File: src/rtl/pc_fetch_ctrl_if.sv
`default_nettype none
// ============================================================================
// Module      : pc_fetch_ctrl_if
// Description : Bundle of signals between the fetch controller and its
//               neighbours. It covers the instruction-memory req/gnt/rvalid
//               bus, the redirect input from execute, and the valid/ready
//               hand-off to decode.
//               master = fetch controller side, slave = environment side.
// Revision    : 1.0 - initial release
// ============================================================================
interface pc_fetch_ctrl_if;
  // instruction-memory bus
  logic        imem_req;
  logic [31:0] imem_addr;
  logic        imem_gnt;
  logic        imem_rvalid;
  logic [31:0] imem_rdata;
  // redirect from execute
  logic        redirect_valid;
  logic [31:0] redirect_pc;
  // decode hand-off
  logic        if_valid;
  logic        if_ready;
  logic [31:0] if_pc;
  logic [31:0] if_instr;
  // status
  logic        fetch_misaligned;

  modport master (
    output imem_req, imem_addr,
    input  imem_gnt, imem_rvalid, imem_rdata,
    input  redirect_valid, redirect_pc,
    output if_valid, if_pc, if_instr,
    input  if_ready,
    output fetch_misaligned
  );

  modport slave (
    input  imem_req, imem_addr,
    output imem_gnt, imem_rvalid, imem_rdata,
    output redirect_valid, redirect_pc,
    input  if_valid, if_pc, if_instr,
    output if_ready,
    input  fetch_misaligned
  );
endinterface
`default_nettype wire

File: src/rtl/pc_fetch_ctrl.sv
`default_nettype none
// ============================================================================
// Module      : pc_fetch_ctrl
// Description : Owns the architectural PC. Issues one instruction-memory
//               request at a time and presents {pc, instr} to decode. The PC
//               advances by 4 on consumption or loads a redirect target.
//               A redirect that leaves a response in flight parks the FSM in
//               DROP until that stale response has been absorbed.
// Revision    : 1.0 - initial release
// ============================================================================
module pc_fetch_ctrl #(
  parameter logic [31:0] RESET_PC = 32'h0000_0000
) (
  input  logic             clk,
  input  logic             rst_n,
  pc_fetch_ctrl_if.master  bus
);

  // Word alignment is forced so imem_addr[1:0] can never be non-zero.
  localparam logic [31:0] c_reset_pc = {RESET_PC[31:2], 2'b00};

  typedef enum logic [2:0] {
    S_IDLE = 3'd0,
    S_REQ  = 3'd1,
    S_WAIT = 3'd2,
    S_HOLD = 3'd3,
    S_DROP = 3'd4
  } state_e;

  state_e      state_q, state_d;
  logic [31:0] pc_q, pc_d;
  logic [31:0] if_pc_q, if_pc_d;
  logic [31:0] if_instr_q, if_instr_d;
  logic        mis_q, mis_d;
  logic [31:0] w_redir_tgt;

  assign w_redir_tgt = {bus.redirect_pc[31:2], 2'b00};

  // State and datapath registers; async active-low reset.
  always_ff @(posedge clk or negedge rst_n) begin
    if (!rst_n) begin
      state_q    <= S_IDLE;
      pc_q       <= c_reset_pc;
      if_pc_q    <= c_reset_pc;
      if_instr_q <= 32'h0;
      mis_q      <= 1'b0;
    end else begin
      state_q    <= state_d;
      pc_q       <= pc_d;
      if_pc_q    <= if_pc_d;
      if_instr_q <= if_instr_d;
      mis_q      <= mis_d;
    end
  end

  // Next-state logic. A redirect outranks every other transition and
  // always reloads the PC, whatever the state.
  always_comb begin
    state_d    = state_q;
    pc_d       = pc_q;
    if_pc_d    = if_pc_q;
    if_instr_d = if_instr_q;
    mis_d      = mis_q;

    if (bus.redirect_valid) begin
      pc_d = w_redir_tgt;
      if (bus.redirect_pc[1:0] != 2'b00) begin
        mis_d = 1'b1;
      end
    end

    case (state_q)
      S_IDLE: begin
        state_d = S_REQ;
      end
      S_REQ: begin
        if (bus.redirect_valid) begin
          // An accepted request means a response is already on its way.
          state_d = bus.imem_gnt ? S_DROP : S_REQ;
        end else if (bus.imem_gnt) begin
          state_d = S_WAIT;
        end
      end
      S_WAIT: begin
        if (bus.redirect_valid) begin
          state_d = bus.imem_rvalid ? S_REQ : S_DROP;
        end else if (bus.imem_rvalid) begin
          if_instr_d = bus.imem_rdata;
          if_pc_d    = pc_q;
          state_d    = S_HOLD;
        end
      end
      S_HOLD: begin
        if (bus.redirect_valid) begin
          // A transfer in the same cycle still happens, but the PC takes
          // the redirect target rather than pc+4.
          state_d = S_REQ;
        end else if (bus.if_ready) begin
          pc_d    = pc_q + 32'd4;
          state_d = S_REQ;
        end
      end
      S_DROP: begin
        if (bus.imem_rvalid) begin
          state_d = S_REQ;
        end
      end
      default: begin
        state_d = S_IDLE;
      end
    endcase
  end

  assign bus.imem_req         = (state_q == S_REQ);
  assign bus.imem_addr        = pc_q;
  assign bus.if_valid         = (state_q == S_HOLD);
  assign bus.if_pc            = if_pc_q;
  assign bus.if_instr         = if_instr_q;
  assign bus.fetch_misaligned = mis_q;

endmodule
`default_nettype wire

File: src/flat_wrapper.sv
// flat-port wrapper written by rule: the top's interface ports become plain ports
module pc_fetch_ctrl_flat 
#(
  parameter logic [31:0] RESET_PC = 32'h0000_0000
)
  (clk, rst_n, bus_imem_req, bus_imem_addr, bus_imem_gnt, bus_imem_rvalid, bus_imem_rdata, bus_redirect_valid, bus_redirect_pc, bus_if_valid, bus_if_pc, bus_if_instr, bus_if_ready, bus_fetch_misaligned);
  pc_fetch_ctrl_if bus_i ();
  input  logic clk;
  input  logic rst_n;
  output wire logic [$bits(bus_i.imem_req)-1:0] bus_imem_req;
  output wire logic [$bits(bus_i.imem_addr)-1:0] bus_imem_addr;
  input wire logic [$bits(bus_i.imem_gnt)-1:0] bus_imem_gnt;
  input wire logic [$bits(bus_i.imem_rvalid)-1:0] bus_imem_rvalid;
  input wire logic [$bits(bus_i.imem_rdata)-1:0] bus_imem_rdata;
  input wire logic [$bits(bus_i.redirect_valid)-1:0] bus_redirect_valid;
  input wire logic [$bits(bus_i.redirect_pc)-1:0] bus_redirect_pc;
  output wire logic [$bits(bus_i.if_valid)-1:0] bus_if_valid;
  output wire logic [$bits(bus_i.if_pc)-1:0] bus_if_pc;
  output wire logic [$bits(bus_i.if_instr)-1:0] bus_if_instr;
  input wire logic [$bits(bus_i.if_ready)-1:0] bus_if_ready;
  output wire logic [$bits(bus_i.fetch_misaligned)-1:0] bus_fetch_misaligned;
  assign bus_imem_req = bus_i.imem_req;
  assign bus_imem_addr = bus_i.imem_addr;
  assign bus_i.imem_gnt = bus_imem_gnt;
  assign bus_i.imem_rvalid = bus_imem_rvalid;
  assign bus_i.imem_rdata = bus_imem_rdata;
  assign bus_i.redirect_valid = bus_redirect_valid;
  assign bus_i.redirect_pc = bus_redirect_pc;
  assign bus_if_valid = bus_i.if_valid;
  assign bus_if_pc = bus_i.if_pc;
  assign bus_if_instr = bus_i.if_instr;
  assign bus_i.if_ready = bus_if_ready;
  assign bus_fetch_misaligned = bus_i.fetch_misaligned;
  pc_fetch_ctrl #(.RESET_PC(RESET_PC)) u_core (.clk(clk), .rst_n(rst_n), .bus(bus_i));
endmodule
File: config.mk
export PLATFORM = sky130hd
export DESIGN_NAME = pc_fetch_ctrl_flat
export DESIGN_NICKNAME = d
export VERILOG_FILES = /design/src/rtl/pc_fetch_ctrl_if.sv /design/src/rtl/pc_fetch_ctrl.sv /design/src/flat_wrapper.sv
export SDC_FILE = /design/constraint.sdc
export NUM_CORES = 1
export LEC_CHECK = 0
export BUFFER_PORTS_ARGS = -buffer_cell sky130_fd_sc_hd__buf_2
export CORE_MARGIN = 2
export CORE_UTILIZATION = 40
export CTS_CLUSTER_DIAMETER = 30
export DETAILED_ROUTE_END_ITERATION = 12
export HOLD_SLACK_MARGIN = 0.12
export PLACE_DENSITY = 0.73
export SYNTH_ARGS = -nofsm -noshare
export SYNTH_HDL_FRONTEND = slang
export SYNTH_SLANG_ARGS = --single-unit
File: constraint.sdc
create_clock -name clk -period 2.8 [get_ports clk]
set_clock_uncertainty 0.15 [all_clocks]
set_input_delay 0.56 -clock clk [delete_from_list [all_inputs] [get_ports clk]]
set_output_delay 0.56 -clock clk [all_outputs]
set_load 0.05 [all_outputs]
==> Word level (Yosys, flattened, before mapping) <==
Index checks and enable logic that the tools add are counted.
{ "classes": {"eq_ne": 8, "bitwise": 1, "n_reduce_logical": 5, "add_sub_neg": 1, "mux": 14} }
{ "op_table": {"columns": ["op", "n"], "rows": [
  ["two-way mux 32 bit", 4],
  ["adder 32 x 3 -> 32 bit, second input constant", 1],
  ["two-way mux 3 bit", 9],
  ["one-hot mux 3 bit (5 select lines)", 1],
  ["equality test 3 x 2 -> 1 bit, second input constant", 2],
  ["AND reduction 4 bit", 1],
  ["equality test 3 x 1 -> 1 bit, second input constant", 1],
  ["equality test 3 bit, second input constant", 1],
  ["logical NOT 3 bit", 1],
  ["inequality test 3 x 1 -> 1 bit, second input constant", 1],
  ["inequality test 3 x 2 -> 1 bit, second input constant", 1],
  ["inequality test 3 bit, second input constant", 1],
  ["AND reduction 3 bit", 1],
  ["inequality test 2 bit, second input constant", 1],
  ["AND reduction 2 bit", 1],
  ["nonzero test 2 bit", 1],
  ["NOT 1 bit", 1]
]} }
{ "word_totals": {"wordCells": 34, "input_bits": 70, "out_inout_bits": 99, "regBits": 100} }

==> Depth between registers and ports, before layout <==
Gate-level depths: netlist of the first run.
{ "logic_depth": {"ltp_word": 4, "depth_mapped": 8, "mapped_depth_nobuf": 6} }

==> Least setup slack after synthesis of the first run <==
No wires, ideal clock.
{ "synth_path": {"kind": "register to register", "start": "reg u_core.pc_q[2], in the netlist u_core.bus.imem_addr[2]", "end": "reg u_core.pc_q[26], in the netlist u_core.bus.imem_addr[26]", "stages_incl_launch_ff": 8, "slack_ns": 0.431, "path_buffers": 1, "period_less_slack_ns": 2.369, "required_ns": 2.562, "t_arrival_ns": 2.131, "setup_time_ns": 0.088, "path_cell_list": "dfrtp_1 -> ha_1 -> nand3_1 -> nor4_1 -> clkbuf_1 -> a21oi_1 -> a41o_1 -> a22oi_1"} }
{ "synth_via": {"elab_chain_len": 4} }
{ "synth_lines": {"columns": ["item", "line", "rtl"], "rows": [
  ["from (decl)", "pc_fetch_ctrl.sv:31", "logic [31:0] pc_q, pc_d;"],
  ["from (signal assigned)", "pc_fetch_ctrl.sv:43", "pc_q <= c_reset_pc;"],
  ["from (signal assigned)", "pc_fetch_ctrl.sv:49", "pc_q <= pc_d;"],
  ["adder 32 x 3 -> 32 bit", "pc_fetch_ctrl.sv:99", "pc_d = pc_q + 32'd4;"],
  ["two-way mux 32 bit", "pc_fetch_ctrl.sv:98", "end else if (bus.if_ready) begin"],
  ["two-way mux 32 bit", "pc_fetch_ctrl.sv:94", "if (bus.redirect_valid) begin"],
  ["two-way mux 32 bit", "pc_fetch_ctrl.sv:72", "case (state_q)"],
  ["net u_core.pc_d[26]", "pc_fetch_ctrl.sv:31", null]
]} }
The timed path passes the listed nets, and every way through them passes these cells.
A chain may end at the register's enable or synchronous reset.

==> Worst setup path after layout of the first run <==
{ "layout_path": {"start": "reg u_core.pc_q[8], in the netlist u_core.bus.imem_addr[8]", "end": "reg u_core.pc_q[29], in the netlist u_core.bus.imem_addr[29]"} }
The elaborated chain is that of the path after synthesis.

==> flow_summary_export.csv, run 1 <==
group,metric,value,unit
setup_path,critPathLaunchType,"register",
synth,synthCells,377,
sta,setup_violations,0,
sta,drv_slew,0,
global_route,grt_max_degree,52,
placed_design,dpl.hpwl,8430,µm
routing,vias,3651,
routing,drc_errors,0,
floorplanning,fp-row-count,38,
setup_path,worstPathRequired,2.87,ns
clock_network,cts-root-buf,"clkbuf_16",
floorplanning,initial_core_util,41.4,%
setup_path,cp_max_fo,10,
cells_and_area,fillers,994,
routing,avgRoutedWirePerCell,17.1,µm
status,status,"complete, no violations",
setup_path,worstReg2RegStart,"u_core.bus.imem_addr[8]",
synth,yosysSeqAreaShare,55.3,%
routing,drt_pass1_iterations,4,
routing,finalWirelength,11700,µm
floorplanning,die_w,110,µm
synth,synth_top_area_share,55.3,%
cells_and_area,fin_nets,610,
pwr,ir_drop,558,µV
synth,syn_area_per_cell,12.0,µm²
floorplanning,die_y,110,µm
sta,fin_crit,2.36,ns
clock_network,cts_htree_levels,3,
synth,synth_ff_type,"dfrtp_1",
floorplanning,die_area,12200,µm²
synth,synth_edf_count,0,
synth,synthTopCellsByCount,"100 x dfrtp_1, 47 x mux2_2, 21 x nand2_1, 20 x nor2_1, 17 x mux2_1",
synth,synthMostInstantiatedCell,"dfrtp_1",
clock_network,clkSlewWorstSetupHoldPaths,0.06,ns
synth,synth.distinct_cells,49,
setup_path,cp-end-kind,"register",
cells_and_area,syn_to_final_growth,27.4,%
synth,syn-num-nets,448,
synth,synth_area_leaders,"dfrtp_1 55%, mux2_2 12%, mux2_1 4.2%",
clock_network,worstSkewPairLatency,0.34,ns
setup_path,worstRegToRegCells,5,
sta,fmaxAchievable,424,MHz
sta,fin_crit_sh,84.2,%
setup_path,crit_arrival,2.43,ns
setup_path,timing.rr.end,"u_core.bus.imem_addr[29]",
synth,ys_seq_elements,100,
placed_design,gp_congestion,0.821,
global_route,grt_usage,19.1,%
hold_path,hold_path.class,"primary input to register",
synth,synthAdderAreaFrac,0.276,%
global_route,grt_pass1_wl,17700,µm
cells_and_area,drive_above_1_share,44.8,%
clock_network,tritoncts,"done",
setup_path,crit_path_end,"u_core.bus.imem_addr[29]",
run,cap_violations,0,
sta,hold_viol_final,0,
synth,synth_top_family_by_area,"multiplexers",
synth,synth_warnings,0,
global_route,antenna_found_initial,1,
sta,tightestPinTransition,0.660,ns
global_route,grt_pass1_vias,3542,
routing,via_per_inst,5.34,
synth,synth.area.mux_share,17.2,%
floorplanning,core_area,10900,µm²
global_route,grt_remaining_overflow,0,
sta,fin_hold_ws,0.285,ns
pwr,powerDensity,1130,nW/µm²
pwr,p_leak,2.83,nW
clock_network,cts_buffers,9,
clock_network,ctsResizeCount,0,
setup_path,worstSetupStartpoint,"u_core.bus.imem_addr[8]",
routing,antenna_left,0,
synth,yosys.area_share.simple,11.8,%
sta,tns,0,ns
clock_network,clockBufferDepth,2,
synth,netlist_area,4530,µm²
synth,synth-xor-area-share,0.774,%
synth,async_flop_share,100,%
setup_path,rrSetupSlack,0.44,ns
synth,synth_compound_area_share,10.8,%
synth,synth_area_leader_cell,"dfrtp_1",
floorplanning,io-pin-count,169,
setup_path,critical_path_class,"register to register",
clock_network,clock_sinks,100,
sta,rsz0062_at_grt,"no",
placed_design,port_buffers,168,
sta,slew_headroom,56.0,%
routing,drt_iter0_markers,203,
==> state kept, by name, summed over array words and instances, names as in the netlist <==
name and count:
u_core.bus.fetch_misaligned 1, u_core.bus.if_instr 32, u_core.bus.if_pc 32, u_core.bus.imem_addr 32
u_core.state_q 3
==> cells in the final DEF (no fill, tap or decap), drive strengths merged, types with 5 or more instances in the layout <==
cell type  instances
a211oi             5
a21oi              9
a221oi             6
a311oi            11
and3              10
buf              174
clkbuf            12
dfrtp            100
inv               15
mux2              64
mux2i              6
nand2             21
nand3             14
nand4              8
nor2              21
nor3               5
nor4               6
o21ai             12
==> metal layers <==
metal / routed length, µm / share of wire [%] / global-route usage, %
met5: 0 / 0 / 0
met4: 211 / 1.8 / 8.13
met3: 680 / 5.8 / 2.76
met2: 5680 / 49 / 30.2
met1: 5110 / 44 / 26.2
==> power breakdown <==
group | switching [W] | internal, W | leakage (nW)
Combinational | 0.00234 | 0.000812 | 1.48
Clock | 0.000506 | 0.000594 | 0.126
Sequential | 0.000346 | 0.00194 | 1.23
==> stage by stage <==
stage	instance area [µm²]	util, %	setup WS (ns)	std cells	power [W]
6_report	5770	52.8	0.442	684	0.00654
5_1_grt	5770	52.8	0.298	684	0.00687
4_1_cts	5770	52.7	0.459	683	0.00660
3_5_place_dp	5510	50.3	0.468	667	0.00548
3_3_place_gp	5510	50.3	0.537	667	0.00540
2_1_floorplan	4530	-	0.431	377	0.00468
==> critical path, cell delays in order (launching register included) <==
cell      delay, ns
dfrtp_1        0.49
nand3_1        0.15
or4b_1         0.82
nor4_1         0.29
nor3_1         0.08
a221oi_1       0.26
==> timing repair <==
action                                 in CTS  in global routing
hold buffers                                1                  0
endpoints found under the hold margin       1                  0
buffers inserted                            0                  0
setup endpoints to repair                   0                  0
==> how the worst min path moves through the flow <==
stage | from | endpoint | slack, ns | cells after the start
2_1_floorplan | rst_n | u_core.bus.fetch_misaligned | 0.11 | 0
3_3_place_gp | u_core.bus.fetch_misaligned | u_core.bus.fetch_misaligned | 0.29 | 1
3_5_place_dp | u_core.bus.fetch_misaligned | u_core.bus.fetch_misaligned | 0.30 | 1
4_1_cts | bus_imem_rdata[23] | u_core.bus.if_instr[23] | 0.28 | 2
5_1_grt | bus_redirect_pc[24] | u_core.bus.imem_addr[24] | 0.29 | 3
6_report | bus_imem_rdata[23] | u_core.bus.if_instr[23] | 0.28 | 2
==> cell families after synthesis <==
group | after synthesis
flip-flops | 100
AND/OR/NAND/NOR | 97
multiplexers | 70
AO/OA/AOI/OAI | 65
buffers and inverters | 40
XOR/XNOR | 4
adder cells (fa/ha/maj) | 1
==> final cells by class <==
cell class	count	area (µm²)	share of cell area, %
sequential	100	2500	43.4
multi-input combinational	237	1870	32.4
timing repair buffer	175	911	15.8
clock buffer	12	236	4.10
tap	140	175	3.04
inverter	16	60.1	1.04
clock inverter	3	15.0	0.260
antenna	1	2.50	0.0434
Power figures use the tool's default switching activity.
==> inputs of run 2 (changes only) <==
==> constraint.sdc (replaced) <==
create_clock -name clk -period 2.4 [get_ports clk]
set_clock_uncertainty 0.15 [all_clocks]
set_input_delay 0.48 -clock clk [delete_from_list [all_inputs] [get_ports clk]]
set_output_delay 0.48 -clock clk [all_outputs]
set_load 0.05 [all_outputs]
==> run 2 against run 1 <==
Net effect:
- worst hold slack worse by 0.083 ns
- cell count up 1.8%
- largest cell class unchanged
- global-route usage about the same
- combinational power up 19%
- via count up 1.4%
- total power up 21%
- wire length up 0.16%
==> flow_summary_export.csv, run 2 (synthesis results as in run 1) <==
group,metric,value,unit
sta,hold_viol_final,0,
setup_path,worstPathRequired,1.77,ns
clock_network,worstSkewPairLatency,0.34,ns
clock_network,cts_buffers,9,
sta,slew_headroom,60.2,%
routing,wl_met2,5700,µm
routing,via_per_inst,5.32,
setup_path,critPathLaunchType,"register",
placed_design,dpl.hpwl,8720,µm
status,status,"complete, no violations",
floorplanning,fp-row-count,38,
global_route,grt_pass1_wl,17700,µm
routing,wl_met1,5010,µm
setup_path,rrSetupSlack,0.24,ns
floorplanning,initial_core_util,41.4,%
pwr,powerDensity,1340,nW/µm²
sta,tns,0,ns
cells_and_area,mostFrequentLayoutCells,"167 x buf_2, 100 x dfrtp_1, 47 x mux2_2",
floorplanning,die_w,110,µm
global_route,antenna_found_initial,1,
routing,drt_iter0_markers,199,
placed_design,place_inst,678,
routing,met3_length,727,µm
routing,drt_pass1_iterations,4,
global_route,grt_remaining_overflow,0,
sta,fin_crit_sh,91.1,%
pwr,ir_drop,866,µV
routing,avgRoutedWirePerCell,16.8,µm
placed_design,gp_congestion,0.864,
placed_design,port_buffers,168,
cells_and_area,drive_above_1_share,46.7,%
global_route,grt_pass1_vias,3568,
hold_path,min_from,"bus_redirect_pc[24]",
floorplanning,io-pin-count,169,
routing,antenna_left,0,
setup_path,crit_arrival,1.56,ns
global_route,grt_max_degree,51,
run,cap_violations,0,
pwr,p_leak,2.92,nW
setup_path,worstReg2RegStart,"u_core.bus.imem_addr[7]",
cells_and_area,fin_nets,621,
floorplanning,die_y,110,µm
hold_path,hold_path.class,"primary input to register",
sta,tightestPinTransition,0.591,ns
global_route,grt_usage,19.1,%
routing,top_layer,"met4",
clock_network,cts-root-buf,"clkbuf_16",
sta,setup_violations,0,
setup_path,cp-end-kind,"output port",
sta,rsz0062_at_grt,"no",
clock_network,tritoncts,"done",
routing,drc_errors,0,
sta,fin_crit,2.19,ns
cells_and_area,finalNonFillerCells,696,
setup_path,critical_path_class,"register to output port",
clock_network,clkSlewWorstSetupHoldPaths,0.07,ns
setup_path,worstSetupStartpoint,"u_core.state_q[0]",
cells_and_area,layout_commonest_cell,"buf_2",
routing,finalWirelength,11700,µm
routing,vias,3701,
sta,drv_slew,0,
clock_network,cts_htree_levels,3,
cells_and_area,fin_util,54.3,%
setup_path,cp_max_fo,9,
sta,fmaxAchievable,457,MHz
clock_network,clockBufferDepth,2,
floorplanning,core_area,10900,µm²
floorplanning,die_area,12200,µm²
clock_network,clock_sinks,100,
cells_and_area,syn_to_final_growth,31.2,%
run 2: cell types whose count changed in the layout (fill, tap and decap cells not counted), sizes merged:
cell	change
bufinv	+2
clkinv	-1
clkinvlp	+1
clkbuf	-3
buf	+11
inv	+2
run 2: power breakdown:
group | switching [W] | internal (W) | leakage (nW)
logic | 0.00276 | 0.000976 | 1.54
registers | 0.000365 | 0.00226 | 1.23
clock network | 0.000652 | 0.000921 | 0.156
total | 0.00378 | 0.00416 | 2.92
run 2: layout make-up:
class	instances	area, µm²
antenna	1	2.50
clock buffer	9	225
clock inverter	7	98.8
fill	993	4990
inverter	16	60.1
multi-input combinational	237	1870
sequential	100	2500
tap	140	175
timing repair buffer	186	1010
run 2: stage by stage:
step | worst slack (ns) | instance area [µm²] | hold WS, ns | power (W)
2_1_floorplan | 0.0306 | 4530 | 0.0344 | 0.00546
3_3_place_gp | 0.240 | 5600 | 0.294 | 0.00633
3_5_place_dp | 0.127 | 5600 | 0.300 | 0.00643
4_1_cts | 0.0845 | 5930 | 0.196 | 0.00801
5_1_grt | 0.0660 | 5940 | 0.203 | 0.00831
6_report | 0.212 | 5940 | 0.202 | 0.00794
run 2: critical path, cell delays in order (launching register included):
cell,delay (ns)
dfrtp_1,0.51
nand2_1,0.12
nor2_1,0.26
buf_2,0.32
run 2: routing by layer:
layer  GRT usage, %  up-vias
met5              0        -
met4           8.30        0
met3           2.76       17
met2           30.6      138
met1           25.9     1812
li1               -     1734
run 2: what timing repair did:
action	in CTS	in global routing
gates resized for setup	0	1
setup buffers	0	0
setup endpoints to repair	0	5
hold buffers	1	0
endpoints found under the hold margin	32	0
run 2: path summary, 6_finish.rpt:
| check | end | cells past startpoint |
|---|---|---|
| max | bus_if_valid | 3 |
| min | u_core.bus.imem_addr[24] | 3 |
| max reg2reg | u_core.bus.imem_addr[29] | 5 |
| min reg2reg | u_core.bus.fetch_misaligned | 1 |
| max in group asynchronous | u_core.bus.imem_addr[12] | 3 |
| min in group asynchronous | u_core.bus.fetch_misaligned | 2 |
==> inputs of run 3 (changes only) <==
--- a/config.mk
+++ b/config.mk
@@ -6,6 +6,7 @@
 export NUM_CORES = 1
 export LEC_CHECK = 0
 export BUFFER_PORTS_ARGS = -buffer_cell sky130_fd_sc_hd__buf_2
+export CORE_ASPECT_RATIO = 0.5
 export CORE_MARGIN = 2
 export CORE_UTILIZATION = 40
 export CTS_CLUSTER_DIAMETER = 30
==> run 3 against run 2 <==
Net effect:
- non-clock buffer count decreased by 2
- clock-buffer cell count up 3
- sequential share of layout area rose by 0.30 points
- combinational power about the same
- design area fell by 0.72%
- total power down 2.1%
- critical path depth did not move
- die area rose by 0.43%
- largest cell class unchanged
- utilization shrank 0.77 points
- global-route usage shrank 0.50 points
- worst setup slack better by 0.014 ns
- via count down 1.4%
==> flow_summary_export.csv, run 3 (synthesis results as in run 1) <==
group,metric,value,unit
routing,antenna_left,0,
placed_design,dp_slack,0.153,ns
routing,met3_length,621,µm
floorplanning,die_y,79.2,µm
cells_and_area,layout_commonest_cell,"buf_2",
cells_and_area,mostFrequentLayoutCells,"167 x buf_2, 100 x dfrtp_1, 47 x mux2_2",
global_route,grt_usage,18.6,%
global_route,antenna_found_initial,0,
hold_path,min_from,"bus_redirect_pc[27]",
setup_path,cp_max_fo,9,
global_route,grt_pass1_wl,18000,µm
clock_network,clockBufferDepth,2,
routing,drt_iter0_markers,227,
floorplanning,fp-row-count,27,
cells_and_area,final_area,5900,µm²
sta,fin_crit_sh,90.6,%
routing,wl_met1,5200,µm
cells_and_area,finalNonFillerCells,698,
setup_path,cp_top_family,"flip-flops",
floorplanning,initial_core_util,41.1,%
setup_path,worstReg2RegStart,"u_core.bus.imem_addr[2]",
routing,top_layer,"met4",
clock_network,cts_htree_levels,3,
placed_design,port_buffers,168,
setup_path,cp-end-kind,"output port",
cells_and_area,drive_above_1_share,45.8,%
sta,tns,0,ns
clock_network,clkSlewWorstSetupHoldPaths,0.07,ns
setup_path,rrSetupSlack,0.27,ns
pwr,ir_drop,577,µV
floorplanning,die_w,154,µm
cells_and_area,diodes,0,
hold_path,min_path_cells,3,
clock_network,clock_sinks,100,
hold_path,hold_end,"u_core.bus.imem_addr[27]",
sta,slew_headroom,60.7,%
sta,rsz0062_at_grt,"no",
clock_network,cts-root-buf,"clkbuf_16",
routing,via_per_inst,5.23,
routing,drt_pass1_iterations,5,
clock_network,post_cts_buffers,0,
setup_path,worstPathRequired,1.77,ns
setup_path,worstRegToRegCells,7,
global_route,grt_pass1_vias,3462,
routing,wl_met2,5340,µm
routing,drc_errors,0,
setup_path,crit_arrival,1.54,ns
setup_path,critical_path_class,"register to output port",
sta,tightestPinTransition,0.584,ns
sta,fmaxAchievable,460,MHz
placed_design,dpl_cell_area,5600,µm²
cells_and_area,syn_to_final_growth,30.3,%
floorplanning,core_area,11000,µm²
routing,avgRoutedWirePerCell,16.2,µm
clock_network,tritoncts,"done",
sta,hold_viol_final,0,
setup_path,timing.rr.end,"u_core.bus.imem_addr[18]",
sta,fin_crit,2.17,ns
placed_design,gp_congestion,0.874,
sta,drv_slew,0,
routing,finalWirelength,11300,µm
clock_network,cts_buffers,9,
setup_path,critPathLaunchType,"register",
sta,setup_slack,0.227,ns
floorplanning,io-pin-count,169,
floorplanning,die_area,12200,µm²
cells_and_area,fillers,968,
status,status,"complete, no violations",
routing,vias,3651,
placed_design,place_inst,681,
hold_path,hold_path.class,"primary input to register",
pwr,p_leak,2.89,nW
setup_path,cp_cell_sequence,"nand2_1, nor2_1, buf_2",
pwr,powerDensity,1320,nW/µm²
placed_design,dpl.hpwl,8390,µm
run,cap_violations,0,
setup_path,slowest_stage,"dfrtp_1",
cells_and_area,fin_nets,619,
setup_path,critPathBufInv,1,
clock_network,worstSkewPairLatency,0.34,ns
global_route,grt_remaining_overflow,0,
setup_path,slowest_delay,0.50,ns
sta,setup_violations,0,
global_route,grt_max_degree,44,
==> run 3: metrics by stage <==
step | util, % | hold WS, ns | total power [W]
2_1_floorplan | - | 0.0344 | 0.00546
3_3_place_gp | 50.8 | 0.295 | 0.00634
3_5_place_dp | 50.8 | 0.306 | 0.00641
4_1_cts | 53.5 | 0.193 | 0.00785
5_1_grt | 53.6 | 0.201 | 0.00816
6_report | 53.6 | 0.204 | 0.00777
==> run 3: worst max-delay path by stage <==
stage                                  from                       end  slack (ns)  cells after the start
floorplan           u_core.bus.imem_addr[2]  u_core.bus.imem_addr[26]        0.03                      7
global placement    u_core.bus.imem_addr[6]  u_core.bus.imem_addr[31]        0.24                      5
detailed placement  u_core.bus.imem_addr[6]  u_core.bus.imem_addr[31]        0.15                      5
CTS                 u_core.bus.imem_addr[6]  u_core.bus.imem_addr[31]        0.14                      5
global route        u_core.bus.imem_addr[2]  u_core.bus.imem_addr[18]        0.05                      7
finish                    u_core.state_q[0]              bus_if_valid        0.23                      3
==> run 3: where the power goes <==
part / internal [W] / total (W) / switching [W]
registers: 0.00227 / 0.00262 / 0.000359
logic: 0.000974 / 0.00373 / 0.00276
clock network: 0.000808 / 0.00142 / 0.000608
total: 0.00405 / 0.00777 / 0.00373
==> run 3: area by class of cell <==
type / instances / area, µm² / share of cell area (%)
Clock buffer: 12 / 236 / 4.01
Clock inverter: 4 / 50.0 / 0.849
Inverter: 16 / 60.1 / 1.02
Multi-Input combinational cell: 237 / 1860 / 31.6
Sequential cell: 100 / 2500 / 42.4
Tap cell: 145 / 181 / 3.08
Timing Repair Buffer: 184 / 1000 / 17.0
==> run 3: routing by layer <==
metal,vias to the layer above,track usage (%)
li1,1739,-
met1,1778,25.4
met5,-,0
met2,119,30.2
met3,15,4.09
met4,0,5.09
==> run 3: worst reg2reg max path, stage by stage (launching register included) <==
cell      delay, ns
dfrtp_1        0.44
ha_1           0.24
nand3_1        0.14
nor4_1         0.29
buf_4          0.23
and3_1         0.24
a211oi_1       0.09
a311oi_1       0.20
==> run 3: what timing repair did <==
item / in CTS / in global routing
endpoints found under the setup margin: 0 / 1
gates resized for setup: 0 / 1
hold endpoints to repair: 36 / 0
hold buffers: 1 / 0
